**config.mk**
```make
export PLATFORM = sky130hd
export DESIGN_NAME = delay_tap_scheduler_flat
export DESIGN_NICKNAME = d
export VERILOG_FILES = /design/src/rtl/delay_tap_scheduler_if.sv /design/src/rtl/delay_tap_scheduler.sv /design/src/flat_wrapper.sv
export SDC_FILE = /design/constraint.sdc
export NUM_CORES = 1
export LEC_CHECK = 0
export BUFFER_PORTS_ARGS = -buffer_cell sky130_fd_sc_hd__clkbuf_2
export CAP_MARGIN = 10
export CORE_MARGIN = 2
export CORE_UTILIZATION = 54
export CTS_CLUSTER_SIZE = 16
export DETAILED_ROUTE_END_ITERATION = 8
export PLACE_DENSITY = 0.73
export REMOVE_ABC_BUFFERS = 1
export SYNTH_ARGS = -nofsm -noshare
export SYNTH_HDL_FRONTEND = slang
export SYNTH_SLANG_ARGS = --single-unit
```
**constraint.sdc**
```tcl
create_clock -name clk -period 4.75 [get_ports clk]
set_input_delay 0.95 -clock clk [delete_from_list [all_inputs] [get_ports clk]]
set_output_delay 0.95 -clock clk [all_outputs]
set_load 0.05 [all_outputs]
```
**src/rtl/delay_tap_scheduler_if.sv**
```systemverilog
// ============================================================================
// Module      : delay_tap_scheduler_if
// Description : Single-requester memory port bundle between the delay tap
//               scheduler (master) and the shared sample memory (slave).
//   mem_req    master->slave  access request
//   mem_we     master->slave  1 = write, 0 = read (valid while mem_req)
//   mem_addr   master->slave  access address
//   mem_wdata  master->slave  write data
//   mem_ready  slave->master  access completes when mem_req && mem_ready
//   mem_rdata  slave->master  read data, valid in the completing cycle
// Revision    : 1.0 - initial release
// ============================================================================
`default_nettype none

interface delay_tap_scheduler_if #(
  parameter int AW = 16,
  parameter int DW = 16
);
  logic          mem_req;
  logic          mem_we;
  logic [AW-1:0] mem_addr;
  logic [DW-1:0] mem_wdata;
  logic          mem_ready;
  logic [DW-1:0] mem_rdata;

  modport master (
    output mem_req, mem_we, mem_addr, mem_wdata,
    input  mem_ready, mem_rdata
  );

  modport slave (
    input  mem_req, mem_we, mem_addr, mem_wdata,
    output mem_ready, mem_rdata
  );
endinterface

`default_nettype wire

```
**src/rtl/delay_tap_scheduler.sv**
```systemverilog
// ============================================================================
// Module      : delay_tap_scheduler
// Description : Per-sample sequencer for the shared sample memory. Each sample
//               tick writes one sample into a circular delay buffer spanning
//               BUF_BASE..2^AW-1, then issues up to MAX_TAPS delayed reads
//               (write pointer minus per-tap delay) and streams the results.
// Ports       :
//   clk, rst_n        clock, synchronous active-low reset
//   i_sample_tick     1-cycle strobe for a new sample
//   i_sample_in       sample recorded on the tick cycle
//   i_cfg_ntaps       taps per frame, clamped to MAX_TAPS
//   i_cfg_we/idx/delay tap-table write port (accepted only while o_cfg_ready)
//   o_cfg_ready       high only in IDLE
//   mem               memory port (delay_tap_scheduler_if.master)
//   o_tap_valid/idx/data returned tap, 1-cycle pulse
//   o_frame_done      1-cycle pulse at end of frame
//   o_overrun         sticky, tick arrived while busy
//   o_timeout         sticky, a ready wait expired
// Options     : `define MEMSCHED_TIMEOUT_EN to abandon accesses whose ready
//               wait reaches TIMEOUT cycles; otherwise waits forever.
// Revision    : 1.0 - initial release
// ============================================================================
`default_nettype none

module delay_tap_scheduler #(
  parameter int            AW       = 16,
  parameter int            DW       = 16,
  parameter int            MAX_TAPS = 8,
  parameter int            TW       = 3,
  parameter logic [AW-1:0] BUF_BASE = 16'h0100,
  parameter int            TIMEOUT  = 255
) (
  input  wire logic          clk,
  input  wire logic          rst_n,
  input  wire logic          i_sample_tick,
  input  wire logic [DW-1:0] i_sample_in,
  input  wire logic [TW:0]   i_cfg_ntaps,
  input  wire logic          i_cfg_we,
  input  wire logic [TW-1:0] i_cfg_idx,
  input  wire logic [AW-1:0] i_cfg_delay,
  output logic               o_cfg_ready,
  delay_tap_scheduler_if.master mem,
  output logic               o_tap_valid,
  output logic [TW-1:0]      o_tap_idx,
  output logic [DW-1:0]      o_tap_data,
  output logic               o_frame_done,
  output logic               o_overrun,
  output logic               o_timeout
);

  typedef enum logic [1:0] {
    S_IDLE  = 2'd0,
    S_WRITE = 2'd1,
    S_READ  = 2'd2,
    S_DONE  = 2'd3
  } state_t;

  state_t        r_state;
  logic [AW-1:0] r_wr_ptr;
  logic [AW-1:0] r_delay [MAX_TAPS];
  logic [TW:0]   r_n;
  logic [TW-1:0] r_k;
  logic          r_cfg_ready;
  logic          r_mem_req;
  logic          r_mem_we;
  logic [AW-1:0] r_mem_addr;
  logic [DW-1:0] r_mem_wdata;
  logic          r_tap_valid;
  logic [TW-1:0] r_tap_idx;
  logic [DW-1:0] r_tap_data;
  logic          r_frame_done;
  logic          r_overrun;

  logic          w_abandon;
  logic          w_complete;
  logic [DW-1:0] w_rdata;
  logic [TW:0]   w_ntaps;
  logic [TW-1:0] w_k_next;
  logic          w_last_tap;

  // Ring subtraction: a result below BUF_BASE (or a borrow) wraps by adding
  // L = 2^AW - BUF_BASE, which modulo 2^AW is the same as subtracting BUF_BASE.
  function automatic logic [AW-1:0] f_ring_addr(input logic [AW-1:0] ptr,
                                                input logic [AW-1:0] dly);
    logic [AW:0] diff;
    diff = {1'b0, ptr} - {1'b0, dly};
    if (diff[AW] || (diff[AW-1:0] < BUF_BASE))
      return diff[AW-1:0] - BUF_BASE;
    return diff[AW-1:0];
  endfunction

  assign w_ntaps    = (i_cfg_ntaps > (TW+1)'(MAX_TAPS)) ? (TW+1)'(MAX_TAPS) : i_cfg_ntaps;
  assign w_k_next   = r_k + 1'b1;
  assign w_last_tap = (({1'b0, r_k} + 1'b1) == r_n);
  assign w_complete = r_mem_req && (mem.mem_ready || w_abandon);
  // An abandoned read reports zero rather than whatever is on the bus.
  assign w_rdata    = mem.mem_ready ? mem.mem_rdata : '0;

`ifdef MEMSCHED_TIMEOUT_EN
  localparam int CW = $clog2(TIMEOUT + 1);
  logic [CW-1:0] r_wait_cnt;
  logic          r_timeout;

  // Abandon on the TIMEOUT-th consecutive stalled cycle of an access.
  assign w_abandon = r_mem_req && !mem.mem_ready && (r_wait_cnt == CW'(TIMEOUT - 1));

  always_ff @(posedge clk) begin
    if (!rst_n) begin
      r_wait_cnt <= '0;
      r_timeout  <= 1'b0;
    end else if (r_mem_req && !mem.mem_ready) begin
      if (w_abandon) begin
        r_wait_cnt <= '0;
        r_timeout  <= 1'b1;
      end else begin
        r_wait_cnt <= r_wait_cnt + 1'b1;
      end
    end else begin
      r_wait_cnt <= '0;
    end
  end

  assign o_timeout = r_timeout;
`else
  assign w_abandon = 1'b0;
  assign o_timeout = 1'b0;
`endif

  always_ff @(posedge clk) begin
    if (!rst_n) begin
      r_state      <= S_IDLE;
      r_wr_ptr     <= BUF_BASE;
      for (int i = 0; i < MAX_TAPS; i++) r_delay[i] <= '0;
      r_n          <= '0;
      r_k          <= '0;
      r_cfg_ready  <= 1'b1;
      r_mem_req    <= 1'b0;
      r_mem_we     <= 1'b0;
      r_mem_addr   <= '0;
      r_mem_wdata  <= '0;
      r_tap_valid  <= 1'b0;
      r_tap_idx    <= '0;
      r_tap_data   <= '0;
      r_frame_done <= 1'b0;
      r_overrun    <= 1'b0;
    end else begin
      r_tap_valid  <= 1'b0;
      r_frame_done <= 1'b0;
      if (i_sample_tick && (r_state != S_IDLE)) r_overrun <= 1'b1;

      case (r_state)
        S_IDLE: begin
          if (i_cfg_we && r_cfg_ready) r_delay[i_cfg_idx] <= i_cfg_delay;
          if (i_sample_tick) begin
            r_n         <= w_ntaps;
            r_cfg_ready <= 1'b0;
            r_mem_req   <= 1'b1;
            r_mem_we    <= 1'b1;
            r_mem_addr  <= r_wr_ptr;
            r_mem_wdata <= i_sample_in;
            r_state     <= S_WRITE;
          end
        end
        S_WRITE: begin
          if (w_complete) begin
            r_k      <= '0;
            r_mem_we <= 1'b0;
            if (r_n == '0) begin
              r_mem_req    <= 1'b0;
              r_frame_done <= 1'b1;
              r_state      <= S_DONE;
            end else begin
              r_mem_addr <= f_ring_addr(r_wr_ptr, r_delay[0]);
              r_state    <= S_READ;
            end
          end
        end
        S_READ: begin
          if (w_complete) begin
            r_tap_data  <= w_rdata;
            r_tap_idx   <= r_k;
            r_tap_valid <= 1'b1;
            if (w_last_tap) begin
              r_mem_req    <= 1'b0;
              r_frame_done <= 1'b1;
              r_state      <= S_DONE;
            end else begin
              r_k        <= w_k_next;
              r_mem_addr <= f_ring_addr(r_wr_ptr, r_delay[w_k_next]);
            end
          end
        end
        S_DONE: begin
          r_wr_ptr    <= (r_wr_ptr == {AW{1'b1}}) ? BUF_BASE : r_wr_ptr + 1'b1;
          r_cfg_ready <= 1'b1;
          r_state     <= S_IDLE;
        end
        default: r_state <= S_IDLE;
      endcase
    end
  end

  assign o_cfg_ready   = r_cfg_ready;
  assign mem.mem_req   = r_mem_req;
  assign mem.mem_we    = r_mem_we;
  assign mem.mem_addr  = r_mem_addr;
  assign mem.mem_wdata = r_mem_wdata;
  assign o_tap_valid   = r_tap_valid;
  assign o_tap_idx     = r_tap_idx;
  assign o_tap_data    = r_tap_data;
  assign o_frame_done  = r_frame_done;
  assign o_overrun     = r_overrun;

endmodule

`default_nettype wire
```
**src/flat_wrapper.sv**
```systemverilog
// flat-port wrapper written by rule: the top's interface ports become plain ports
module delay_tap_scheduler_flat 
#(
  parameter int            AW       = 16,
  parameter int            DW       = 16,
  parameter int            MAX_TAPS = 8,
  parameter int            TW       = 3,
  parameter logic [AW-1:0] BUF_BASE = 16'h0100,
  parameter int            TIMEOUT  = 255
)
  (clk, rst_n, i_sample_tick, i_sample_in, i_cfg_ntaps, i_cfg_we, i_cfg_idx, i_cfg_delay, o_cfg_ready, o_tap_valid, o_tap_idx, o_tap_data, o_frame_done, o_overrun, o_timeout, mem_mem_req, mem_mem_we, mem_mem_addr, mem_mem_wdata, mem_mem_ready, mem_mem_rdata);
  delay_tap_scheduler_if #(.AW(AW), .DW(DW)) mem_i ();
  input  wire logic clk;
  input  wire logic rst_n;
  input  wire logic i_sample_tick;
  input  wire logic [DW-1:0] i_sample_in;
  input  wire logic [TW:0] i_cfg_ntaps;
  input  wire logic i_cfg_we;
  input  wire logic [TW-1:0] i_cfg_idx;
  input  wire logic [AW-1:0] i_cfg_delay;
  output logic o_cfg_ready;
  output logic o_tap_valid;
  output logic [TW-1:0] o_tap_idx;
  output logic [DW-1:0] o_tap_data;
  output logic o_frame_done;
  output logic o_overrun;
  output logic o_timeout;
  output wire logic [$bits(mem_i.mem_req)-1:0] mem_mem_req;
  output wire logic [$bits(mem_i.mem_we)-1:0] mem_mem_we;
  output wire logic [$bits(mem_i.mem_addr)-1:0] mem_mem_addr;
  output wire logic [$bits(mem_i.mem_wdata)-1:0] mem_mem_wdata;
  input wire logic [$bits(mem_i.mem_ready)-1:0] mem_mem_ready;
  input wire logic [$bits(mem_i.mem_rdata)-1:0] mem_mem_rdata;
  assign mem_mem_req = mem_i.mem_req;
  assign mem_mem_we = mem_i.mem_we;
  assign mem_mem_addr = mem_i.mem_addr;
  assign mem_mem_wdata = mem_i.mem_wdata;
  assign mem_i.mem_ready = mem_mem_ready;
  assign mem_i.mem_rdata = mem_mem_rdata;
  delay_tap_scheduler #(.AW(AW), .DW(DW), .MAX_TAPS(MAX_TAPS), .TW(TW), .BUF_BASE(BUF_BASE), .TIMEOUT(TIMEOUT)) u_core (.clk(clk), .rst_n(rst_n), .i_sample_tick(i_sample_tick), .i_sample_in(i_sample_in), .i_cfg_ntaps(i_cfg_ntaps), .i_cfg_we(i_cfg_we), .i_cfg_idx(i_cfg_idx), .i_cfg_delay(i_cfg_delay), .o_cfg_ready(o_cfg_ready), .mem(mem_i), .o_tap_valid(o_tap_valid), .o_tap_idx(o_tap_idx), .o_tap_data(o_tap_data), .o_frame_done(o_frame_done), .o_overrun(o_overrun), .o_timeout(o_timeout));
endmodule
```
==> flow_summary.json <==
{
  "run_status": "complete, no violations",
  "synthesized_instance_count": 1092,
  "post_cts_setup_bufs": 0,
  "antenna_found_initial": 0,
  "fin_crit_sh_pct": 94.92,
  "timing.critical_path.required_ps": 5140,
  "synthesis.area_mm2": 0.01170,
  "most_frequent_cells_after_synthesis": "136 x and2_1, 128 x edfxtp_1, 124 x nand2_1",
  "fp.coreArea_mm2": 0.02115,
  "power_report.internal_total_uw": 3736,
  "drv.max_cap_violation_count": 0,
  "layout-area-overhead-vs-synth_pct": 14.42,
  "max-clock-path-buffers": 3,
  "ios": 118,
  "dominantRegCellSynth": "edfxtp_1",
  "library_cell_used_as_clock_root_buffer": "clkbuf_16",
  "max_slew_margin_pct": 29.60,
  "htree_num_levels": 1,
  "dr.pass1.iters": 5,
  "placement.io_buffers": 116,
  "hold_viol_final": 0,
  "post_synthesis_cell_type_with_the_largest_combined_area": "edfxtp_1",
  "cts_tree": "yes",
  "power_uw": 5732,
  "power_frac_comb_pct": 31.0,
  "timing.fmax_mhz": 221.8,
  "clk_latency_ps": 520,
  "synth_area_per_cell_um2": 10.71,
  "clk_transition_reported_paths_ps": 60,
  "post-synth-top-count-cell": "and2_1",
  "fin_nets": 1313,
  "arrival_ps": 4900,
  "critPathKind": "register to register",
  "share_seq_of_total_power_pct": 38.2,
  "wl_mm": 26.98,
  "n_antenna_cell": 0,
  "detail_route.drc_violations": 0,
  "gpl.final_weighted_congestion": 0.8947,
  "dieWidth_um": 151.2,
  "path_max_fanout": 37,
  "ys_async_rst_share_pct": 0,
  "vias_in_the_first_global_route": 8368,
  "rsz0062_at_grt": "false",
  "timing.critical_path.to_type": "register",
  "grt_overflow": 0,
  "period_minus_slack_ps": 4509,
  "first_iter_violations": 550,
  "drt-wirelength-per-cell_um": 17.97,
  "hold_ws_ps": 461.3,
  "power.switching_fraction_pct": 34.83,
  "leakage_uw": 0.005227,
  "cts_sinks": 210,
  "finalSetupViolations": 0,
  "yosysSeqAreaShare_pct": 46.89,
  "p_sw_uw": 1997,
  "std_cell_rows": 53,
  "detailroute.via_count": 8644,
  "min-delay-path-class": "register to register",
  "synth-warning-count": 0,
  "tritoncts.num_buffers": 23,
  "vdd_drop_max_uv": 322.9,
  "worst_setup_path_start_kind": "register",
  "yosysTopAreaCellShare_pct": 32.86,
  "clock_skew_ps": 22.42,
  "synth-seq-cells": 210,
  "synth.area.top_cells": "edfxtp_1 33%, dfxtp_1 14%, and2_1 7.3%",
  "worst_pin_slew_ps": 1052,
  "drive_above_1_share_pct": 20.55,
  "grt_start_max_net_pins": 44,
  "ant_nets": 0,
  "power_density_mw_per_mm2": 428.3,
  "fp.dieArea_mm2": 0.02286,
  "post_synth_cell_types": 82,
  "route.detailed.vias_per_inst": 5.759,
  "timing.final.max_slew_violations": 0,
  "initial_utilization_pct": 55.30,
  "clkPwrFrac_pct": 30.8,
  "hpwl_mm": 19.46,
  "grt_use_total_pct": 24.19,
  "die_height_um": 151.2,
  "synth-edff-count": 128,
  "grt_pass1_wl_mm": 43.68
}
[layer usage]
layer  up-vias  routed length, um  global-route usage, %  share of wire [%]
met5         -                  0                      0                  0
met1      4154              12790                  35.00                 47
met3        37               1313                  3.283                4.9
li1       4230                  -                      -                  -
met4         0                472                  5.514                1.7
met2       223              12400                  39.00                 46
[cell families (layout without fill, tap and decap cells)]
kind of cell	Yosys count	in the layout	share of synthesized area, %
AOI/OAI and AO/OA	230	230	14.49
xor gates and xnor gates	40	40	3.123
adders and majority gates	44	44	4.835
buffers and inverters	88	222	3.327
DFF	210	210	46.89
muxes	53	53	7.990
other	1	1	0.03206
and+or+nand+nor	426	426	19.31
[layout make-up]
cell class              count  area (um2)
flip-flops and latches    210        5487
clock buffers              28       624.3
inverters                  33       123.9
multi-input cells         794        5838
well taps                 275       344.1
repair buffers            147       842.1
clock inverters            14       125.1
fillers                  1741        7770
[through the flow]
step	area [um2]	util, %	instances	setup WS (ps)	setup TNS, ps
2_1_floorplan	11430	-	1037	-1318	-8092
3_3_place_gp	12620	59.64	1459	206.2	0
3_5_place_dp	12620	59.64	1459	86.54	0
4_1_cts	13370	63.18	1501	56.43	0
5_1_grt	13380	63.27	1501	10.32	0
6_report	13380	63.27	1501	241.5	0
[final timing paths]
path | slack, ps | startpoint | cells after the start | to
setup / recovery | 240 | u_core.r_k[0] | 15 | u_core.mem.mem_addr[15]
hold / removal | 460 | u_core.o_tap_data[13] | 2 | u_core.o_tap_data[13]
setup reg to reg | 240 | u_core.r_k[0] | 15 | u_core.mem.mem_addr[15]
hold reg to reg | 460 | u_core.o_tap_data[13] | 2 | u_core.o_tap_data[13]
[critical path, cell delays in order (launching register included)]
cell and delay [ps]:
dfxtp_2 350, buf_12 270, mux4_2 550, mux2_2 280
ha_1 190, inv_1 70, fa_1 210, and3_1 180
o21ai_1 130, o21a_1 230, o311a_1 360, or3_4 440
o41ai_4 410, nand4_1 160, xnor2_1 160, a311o_1 370
[registers in the layout, summed over array words and instances, names as in the netlist, 2 cells and up]
name,count
u_core.r_state,2
u_core.r_k,3
u_core.mem.mem_wdata,16
u_core.o_tap_idx,3
u_core.r_delay,128
u_core.mem.mem_addr,16
u_core.r_n,4
u_core.r_wr_ptr,16
u_core.o_tap_data,16
[power groups by stage]
stage | clock network, uW | logic, uW | registers, uW
2_1_floorplan | 0 | 950 | 2530
3_3_place_gp | 0 | 1730 | 2220
3_5_place_dp | 0 | 1750 | 2230
4_1_cts | 1800 | 1760 | 2190
5_1_grt | 1870 | 1940 | 2210
6_report | 1770 | 1780 | 2190
[timing repair]
action                     in CTS  in global routing
setup endpoints to repair       0                  6
gates resized for setup         0                  5
hold buffers                    0                  0
[cell usage in the layout, fill, tap and decap left out, types with 9 or more instances in the layout]
cell type	netlist	final
and2_1	136	136
edfxtp_1	128	128
nand2_1	124	124
clkbuf_2	0	116
dfxtp_1	82	81
a21boi_0	49	49
nor2_1	47	47
ha_1	42	41
mux4_2	32	32
inv_1	32	32
a21oi_1	32	32
buf_4	2	28
clkbuf_16	0	23
xnor2_1	20	20
o21ai_0	26	19
mux2i_1	18	18
xor2_1	18	18
nor2b_1	17	17
or3_1	17	17
o211ai_1	15	15
nand3_1	14	14
nand4_1	12	12
a21o_1	11	11
nor3_1	11	11
o21a_1	11	11
a31oi_1	11	11
a211oi_1	10	10
o21ai_1	2	9
No activity file was read; power rests on OpenSTA's default activity.
